### src/rtl/sram_req_scheduler.sv
// sram_req_scheduler: round-robin scheduler sharing one SRAM controller
// between two writers and two readers. Requests pass through a single
// registered issue stage; read data is routed back via an in-order tag FIFO.
module sram_req_scheduler #(
    parameter int MAX_OUTSTANDING = 4,
    parameter int ADDR_W          = 18,
    parameter int DATA_W          = 32,
    localparam int OW             = $clog2(MAX_OUTSTANDING) + 1,
    localparam int DIN_W          = 4 + ADDR_W + DATA_W
) (
    input  logic              clock,
    input  logic              reset,
    input  logic              w0_valid,
    output logic              w0_ready,
    input  logic [DIN_W-1:0]  w0_din,
    input  logic              w1_valid,
    output logic              w1_ready,
    input  logic [DIN_W-1:0]  w1_din,
    input  logic              r0_valid,
    output logic              r0_ready,
    input  logic [ADDR_W-1:0] r0_addr,
    input  logic              r1_valid,
    output logic              r1_ready,
    input  logic [ADDR_W-1:0] r1_addr,
    output logic              r0_dout_valid,
    output logic [DATA_W-1:0] r0_dout,
    output logic              r1_dout_valid,
    output logic [DATA_W-1:0] r1_dout,
    output logic              sram_addr_valid,
    input  logic              sram_ready,
    output logic [ADDR_W-1:0] sram_addr,
    output logic [DATA_W-1:0] sram_data_in,
    output logic [3:0]        sram_write_mask,
    input  logic [DATA_W-1:0] sram_data_out,
    input  logic              sram_data_out_valid,
    output logic [OW-1:0]     outstanding,
    output logic              protocol_error
);
    localparam int PW = OW - 1;

    // requester index: 0=W0, 1=W1, 2=R0, 3=R1
    typedef struct packed {
        logic [ADDR_W-1:0] addr;
        logic [DATA_W-1:0] data;
        logic [3:0]        mask;
        logic              tag;   // 0 = R0, 1 = R1
    } req_t;

    logic [1:0][3:0]        w_mask;
    logic [1:0][ADDR_W-1:0] w_addr;
    logic [1:0][DATA_W-1:0] w_data;
    logic [3:0]             elig;
    logic [3:0]             grant;
    logic [1:0]             ptr, win, idx;
    logic                   found;
    logic                   free, iss_read, read_ok, push, pop;
    logic [OW:0]            in_use;
    req_t                   nxt;
    logic [MAX_OUTSTANDING-1:0] tag_mem;
    logic [PW-1:0]          wr_ptr, rd_ptr;

    assign w_mask[0] = w0_din[DIN_W-1 -: 4];
    assign w_addr[0] = w0_din[DATA_W +: ADDR_W];
    assign w_data[0] = w0_din[DATA_W-1:0];
    assign w_mask[1] = w1_din[DIN_W-1 -: 4];
    assign w_addr[1] = w1_din[DATA_W +: ADDR_W];
    assign w_data[1] = w1_din[DATA_W-1:0];

    assign free     = !sram_addr_valid || sram_ready;
    assign iss_read = sram_addr_valid && (sram_write_mask == 4'd0);
    assign push     = iss_read && sram_ready;
    assign pop      = sram_data_out_valid && (outstanding != '0);

    // A read held in the issue register is not yet counted in outstanding,
    // so it is added here to keep the tag FIFO from overflowing.
    assign in_use  = {1'b0, outstanding} + {{OW{1'b0}}, iss_read};
    assign read_ok = in_use < (OW+1)'(MAX_OUTSTANDING);

    // A zero-mask write becomes a read, so it is held to the read limit too.
    assign elig[0] = w0_valid && ((w_mask[0] != 4'd0) || read_ok);
    assign elig[1] = w1_valid && ((w_mask[1] != 4'd0) || read_ok);
    assign elig[2] = r0_valid && read_ok;
    assign elig[3] = r1_valid && read_ok;

    // round-robin search starting at ptr; grant only when the issue slot frees
    always_comb begin
        grant = '0;
        win   = ptr;
        idx   = ptr;
        found = 1'b0;
        for (int i = 0; i < 4; i++) begin
            idx = ptr + 2'(i);
            if (!found && elig[idx]) begin
                found = 1'b1;
                win   = idx;
            end
        end
        if (found && free && !reset) grant[win] = 1'b1;
    end

    assign w0_ready = grant[0];
    assign w1_ready = grant[1];
    assign r0_ready = grant[2];
    assign r1_ready = grant[3];

    // payload mux for the winning requester; reads carry zero data
    always_comb begin
        nxt = '0;
        case (win)
            2'd0: begin
                nxt.addr = w_addr[0];
                nxt.mask = w_mask[0];
                nxt.data = (w_mask[0] != 4'd0) ? w_data[0] : '0;
            end
            2'd1: begin
                nxt.addr = w_addr[1];
                nxt.mask = w_mask[1];
                nxt.data = (w_mask[1] != 4'd0) ? w_data[1] : '0;
            end
            2'd2: nxt.addr = r0_addr;
            default: begin
                nxt.addr = r1_addr;
                nxt.tag  = 1'b1;
            end
        endcase
    end

    // issue register and round-robin pointer
    logic iss_tag;
    always_ff @(posedge clock or posedge reset) begin
        if (reset) begin
            sram_addr_valid <= 1'b0;
            sram_addr       <= '0;
            sram_data_in    <= '0;
            sram_write_mask <= '0;
            iss_tag         <= 1'b0;
            ptr             <= 2'd0;
        end else if (free) begin
            sram_addr_valid <= |grant;
            if (|grant) begin
                sram_addr       <= nxt.addr;
                sram_data_in    <= nxt.data;
                sram_write_mask <= nxt.mask;
                iss_tag         <= nxt.tag;
                ptr             <= win + 2'd1;
            end
        end
    end

    // in-order tag FIFO and in-flight read count
    always_ff @(posedge clock or posedge reset) begin
        if (reset) begin
            tag_mem     <= '0;
            wr_ptr      <= '0;
            rd_ptr      <= '0;
            outstanding <= '0;
        end else begin
            if (push) begin
                tag_mem[wr_ptr] <= iss_tag;
                wr_ptr          <= wr_ptr + 1'b1;
            end
            if (pop) rd_ptr <= rd_ptr + 1'b1;
            case ({push, pop})
                2'b10:   outstanding <= outstanding + 1'b1;
                2'b01:   outstanding <= outstanding - 1'b1;
                default: outstanding <= outstanding;
            endcase
        end
    end

    // registered return path to the tagged reader
    always_ff @(posedge clock or posedge reset) begin
        if (reset) begin
            r0_dout_valid <= 1'b0;
            r1_dout_valid <= 1'b0;
            r0_dout       <= '0;
            r1_dout       <= '0;
        end else begin
            r0_dout_valid <= pop && !tag_mem[rd_ptr];
            r1_dout_valid <= pop &&  tag_mem[rd_ptr];
            if (pop && !tag_mem[rd_ptr]) r0_dout <= sram_data_out;
            if (pop &&  tag_mem[rd_ptr]) r1_dout <= sram_data_out;
        end
    end

    // sticky protocol error: unexpected return data or zero-mask write
    always_ff @(posedge clock or posedge reset) begin
        if (reset) begin
            protocol_error <= 1'b0;
        end else if ((sram_data_out_valid && outstanding == '0) ||
                     (w0_ready && w_mask[0] == 4'd0) ||
                     (w1_ready && w_mask[1] == 4'd0)) begin
            protocol_error <= 1'b1;
        end
    end
endmodule

### config.mk
export PLATFORM = sky130hd
export DESIGN_NAME = sram_req_scheduler
export DESIGN_NICKNAME = d
export VERILOG_FILES = /design/src/rtl/sram_req_scheduler.sv
export SDC_FILE = /design/constraint.sdc
export NUM_CORES = 1
export LEC_CHECK = 0
export CAP_MARGIN = 20
export CORE_MARGIN = 3
export CORE_UTILIZATION = 41
export DETAILED_ROUTE_END_ITERATION = 7
export HOLD_SLACK_MARGIN = 0.06
export PLACE_DENSITY = 0.79
export SLEW_MARGIN = 20
export SYNTH_ARGS = -nofsm -noshare
export SYNTH_HDL_FRONTEND = slang
export SYNTH_SLANG_ARGS = --single-unit
### constraint.sdc
create_clock -name clock -period 5.6 [get_ports clock]
set_clock_uncertainty 0.2 [all_clocks]
set_input_delay 1.12 -clock clock [delete_from_list [all_inputs] [get_ports clock]]
set_output_delay 1.12 -clock clock [all_outputs]
set_load 0.05 [all_outputs]
---- Yosys cells after proc, flatten, opt, wreduce, memory -nomap -nowiden ----
Cells that the tools add are included.
word-level totals
  output and inout port bits .............. 129
  logic and storage cells ................. 109
  bits in registers ....................... 136
cells by class
  equal/unequal tests ..................... 4
  add/subtract/negate cells ............... 9
  reduce and logical (&&, ||, !) cells .... 42
  multiplexer cells ....................... 29
  magnitude comparators ................... 10
operator list
  operator                                              number
  case mux 36 bit (2 select lines)                      1
  2-to-1 mux 32 bit                                     2
  case mux 18 bit (3 select lines)                      1
  < comparator 2 x 3 -> 1 bit (second input constant)   7
  logical AND 1 bit                                     19
  logical NOT 4 bit                                     3
  2-to-1 mux 1 bit                                      12
  binary-select mux 1 bit (select 2 bit)                5
  adder 2 x 1 -> 2 bit (second input constant)          4
  nonzero test 4 bit                                    2
  logical NOT 1 bit                                     6
  2-to-1 mux 2 bit                                      3
  case mux 3 bit (2 select lines)                       1
  logical OR 1 bit                                      5
  adder 2 bit (second input constant)                   2
  adder 3 x 1 -> 4 bit                                  1
  bitwise mux 4 bit                                     1
  demux 1 bit (select 2 bit)                            2
  == test 2 x 1 -> 1 bit (second input constant)        2
  == test 2 bit (second input constant)                 2
  >= comparator 2 x 1 -> 1 bit (second input constant)  2
  < comparator 4 x 3 -> 1 bit (second input constant)   1
  2-to-1 mux 4 bit                                      1
  OR reduction 4 bit                                    1
  8 further kinds                                       8

---- Depth between registers and ports, before layout ----
  depth after elaboration ................. 26
  mapped depth ............................ 12

---- Least setup slack after synthesis ----
OpenSTA, ideal clock, no wires.
  path kind ............................... input-to-output
  from .................................... input w1_din[53]
  to ...................................... output r0_ready
  path buffers ............................ 2
  required time ........................... 4.280 ns
  arrival time ............................ 3.821 ns
  setup slack ............................. 0.459 ns
  cell stages on the path ................. 8
  cells stage by stage .................... or4_4 > o21ai_0 > o21ai_0 > o311ai_0 > ha_1 > clkbuf_1 > buf_1 > and2_1
between the ends
  word-level cells in the longest chain between the ends .. 20
ends and longest elaborated chain
  item                                                                                               line  text
  start, declared                                                                                    18    input logic [DIN_W-1:0] w1_din,
  nonzero test 4 bit (*)                                                                             81    assign elig[1] = w1_valid && ((w_mask[1] != 4'd0) || read_ok);
  logical OR 1 bit (*)                                                                               81
  logical AND 1 bit (*)                                                                              81
  binary-select mux 1 bit (select 2 bit)                                                             93    if (!found && elig[idx]) begin
  2-to-1 mux 1 bit (not written as such)                                                             93
  2-to-1 mux 1 bit                                                                                   93
  logical NOT 1 bit                                                                                  93
  logical AND 1 bit                                                                                  93
  [... 4 more ...]                                                                                   --
  logical NOT 1 bit                                                                                  93
  logical AND 1 bit                                                                                  93
  2-to-1 mux 2 bit                                                                                   93
  < comparator 2 x 3 -> 1 bit (not written as such) or >= comparator 2 x 1 -> 1 bit (tied branches)  98    if (found && free && !reset) grant[win] = 1'b1;
  logical AND 1 bit (not written as such)                                                            98
  2-to-1 mux 1 bit (not written as such)                                                             98
  demux 1 bit (select 2 bit)                                                                         98
  2-to-1 mux 4 bit (*)                                                                               98
  end, declared                                                                                      20    output logic r0_ready,
Every way passes the cells marked *; elsewhere a longest branch is shown, timed or not. The select of a mux whose other input is x is not followed.

---- Final worst setup path ----
  from .................................... input w1_din[53]
  to ...................................... output r1_ready
between the ends
  word-level cells in the longest chain between the ends .. 20
ends and longest elaborated chain
  item                                                                                               line  text
  nonzero test 4 bit (*)                                                                             81
  logical OR 1 bit (*)                                                                               81
  logical AND 1 bit (*)                                                                              81
  binary-select mux 1 bit (select 2 bit)                                                             93
  2-to-1 mux 1 bit (not written as such)                                                             93
  2-to-1 mux 1 bit                                                                                   93
  logical NOT 1 bit                                                                                  93
  logical AND 1 bit                                                                                  93
  [... 4 more ...]                                                                                   --
  logical NOT 1 bit                                                                                  93
  logical AND 1 bit                                                                                  93
  2-to-1 mux 2 bit                                                                                   93
  < comparator 2 x 3 -> 1 bit (not written as such) or >= comparator 2 x 1 -> 1 bit (tied branches)  98
  logical AND 1 bit (not written as such)                                                            98
  2-to-1 mux 1 bit (not written as such)                                                             98
  demux 1 bit (select 2 bit)                                                                         98
  2-to-1 mux 4 bit (*)                                                                               98
  end, declared                                                                                      23    output logic r1_ready,
Marks and branches as above.

==> out/results.txt <==
routed wire length per instance: 20.3 um
Core ar.: 14800 um^2
gr ovfl total: 0
DR iter-0 viols: 203
mapped cell area: 6340 um^2
top cells by area, synth: dfrtp_1 (54%), mux2_2 (19%), a22o_1 (5.0%)
H-tree Lvls: 4
initial antenna violation count: 0
Clock transition at path regs: 0.06 ns
Net Count, Synth: 668
drt pass-1 iters: 5
cell count after synthesis: 473
Num CTS Buffers: 17
cell at the slowest stage of the critical path: o311ai_0
RSZ-0062 raised after global routing: false
# resized after CTS: 0
flops & latches, synth: 136
Switching Share: 45.9%
HPWL Detailed: 15200 um
via count: 5257
CP most frequent cell: o21ai_0
Post-synth top flop: dfrtp_1
DIE WIDTH: 130 um
first-pass GRT wire length: 30000 um
CP required: 4.28 ns
clock share of power: 15.5%
fraction of layout cells with a size suffix above 1: 23.6%
TritonCTS clock tree: done
Routed WL: 19900 um
Synth top area share: 53.6%
YS warnings: 0
register area: 3400 um^2
Slew headroom: 39.8%
max cap viols: 0
Mean Syn Cell Area: 13.4 um^2
Hold Crit Depth: 1
CP arrival: 3.95 ns
critical path startpoint category: primary input
crit end category: output pin
Layout area overhead: 62.0%
Max Slew Vio Count: 0
reg2reg path depth: 11
commonest non-fill, non-tap cell in the layout: clkdlybuf4s50_1
cell chain of the critical path: clkdlybuf4s50_1 > or4_4 > o21ai_0 > o21ai_0 > o311ai_0 > ha_1 > and2_1 > buf_12
CP Max Fanout: 4
Vias/cell: 5.36
Int Power: 3850 uW
final core utilization: 69.4%
Worst Setup Slack, final: 0.325 ns
Logic pwr share: 60.3%
Synth area leader: dfrtp_1
most frequent cells in the layout: clkdlybuf4s50_1 (308), dfrtp_1 (136), mux2_2 (106)
die area: 17000 um^2
DRC viols: 0
Final setup violation count: 0
final worst path period share: 94.2%
Peak VDD IR: 0.331 mV
Placer Congestion: 0.822
Flop pwr share: 24.1%
status: finished clean
P_sw: 3260 uW
Boundary Pins: 313
fillers: 1039
asr flop ratio synth: 100%
Initial Utilization: 42.8%
worst min path class: reg2reg
DRT antenna net count: 0
Hold-fix buffers, CTS: 0
vias in the first global route: 5591
Total Routing Usage GR: 23.1%
largest net degree at the start of global routing: 72
Fin. Hold Viols: 0
setup_tns: 0 ns
post-synth cell types: 44
Lkg Pwr: 0.00437 uW
sequential element share of the synthesized area: 53.6%
Die Y: 130 um
WS Path Type: in2out
# diodes: 0
post-CTS setup buffer count: 0
# port buffers: 312
Sink Count: 136
Clk Latency, worst-skew pair: 0.42 ns
Worst-Margin Slew: 0.903 ns
Hold Slack: 0.299 ns
EDFF count, synth: 0
Final Critical Period: 5.27 ns
Total Nets Final: 979
Max Freq: 190 MHz
multi-input logic area: 2750 um^2
power per cell area: 692 nW/um^2
Crit path largest cell delay: 0.68 ns
row count: 44
Max Buffers Root-to-Sink: 2
Clk Tree Root Cell: clkbuf_16
pre-CTS WS: 0.376 ns
-- synthesized netlist by cell type, types with 2 or more instances --
master,count
xor2_1,2
o211ai_1,3
nor2_1,5
mux2_2,106
inv_1,14
buf_6,3
a222oi_1,18
xnor2_1,4
buf_2,11
a22o_1,36
a21oi_1,2
nand2_1,28
or4_4,2
o21ai_0,22
ha_1,10
nor2b_1,2
mux2i_1,2
nor3_1,3
clkbuf_1,17
dfrtp_1,136
and2_1,6
mux2_4,18
a211oi_1,2
-- cell type report --
class	instances	area share, %
multi-input cells	291	26.7
inverters	14	0.536
repair buffers	324	31.7
clock inverters	14	1.42
flip-flops and latches	136	33.1
clock buffers	18	4.27
well taps	184	2.24
-- cells by family after synthesis --
logic type                 synth area share (%)
xor gates and xnor gates                  0.828
DFF                                        53.6
muxes                                      23.7
buffers and inverters                      3.29
and+or+nand+nor                            4.00
adders and majority gates                  2.29
AOI/OAI and AO/OA                          12.2
-- stage by stage --
stage	instances	total power, uW	area (um^2)
6_report	981	7110	10300
3_5_place_dp	949	6020	9680
2_1_floorplan	473	4620	6340
4_1_cts	981	7160	10300
5_1_grt	981	7450	10300
3_3_place_gp	949	5920	9680
-- worst max-delay path: cells and delay by family --
family                     cells  cell delay [ns]
adders and majority gates      1             0.29
AOI/OAI and AO/OA              3             1.18
and+or+nand+nor                2             0.78
buffers and inverters          2             0.58
-- per-layer routing --
metal	wire [um]	global-route usage (%)	share of wire [%]
met1	7320	25.8	37
met2	10500	41.8	53
met3	1740	7.52	8.8
met4	368	7.44	1.8
met5	0	0	0
-- worst paths after layout --
kind / from / to / slack (ns)
max in group asynchronous: reset / sram_data_in[11]$_DFFE_PP0P_ / 3.09
setup reg to reg: sram_write_mask[0]$_DFFE_PP0P_ / sram_data_in[16]$_DFFE_PP0P_ / 1.32
hold / removal: rd_ptr[1]$_DFFE_PP0P_ / rd_ptr[1]$_DFFE_PP0P_ / 0.30
hold reg to reg: rd_ptr[1]$_DFFE_PP0P_ / rd_ptr[1]$_DFFE_PP0P_ / 0.30
min in group asynchronous: reset / sram_addr[14]$_DFFE_PP0P_ / 1.12
setup / recovery: w1_din[53] / r1_ready / 0.33
-- sequential cells by signal (all words and copies together) (netlist names), 2 cells and up --
name             count
sram_addr           18
outstanding          3
rd_ptr               2
tag_mem              4
wr_ptr               2
r1_dout             32
sram_data_in        32
ptr                  2
sram_write_mask      4
r0_dout             32
-- power by group through the flow --
stage | registers [uW] | clock network [uW] | logic (uW)
CTS | 1720 | 1130 | 4310
floorplan | 3130 | 0 | 1490
global route | 1780 | 1170 | 4510
global placement | 1700 | 0 | 4220
finish | 1720 | 1100 | 4290
detailed placement | 1730 | 0 | 4290
(Power assumes the default switching activity.)
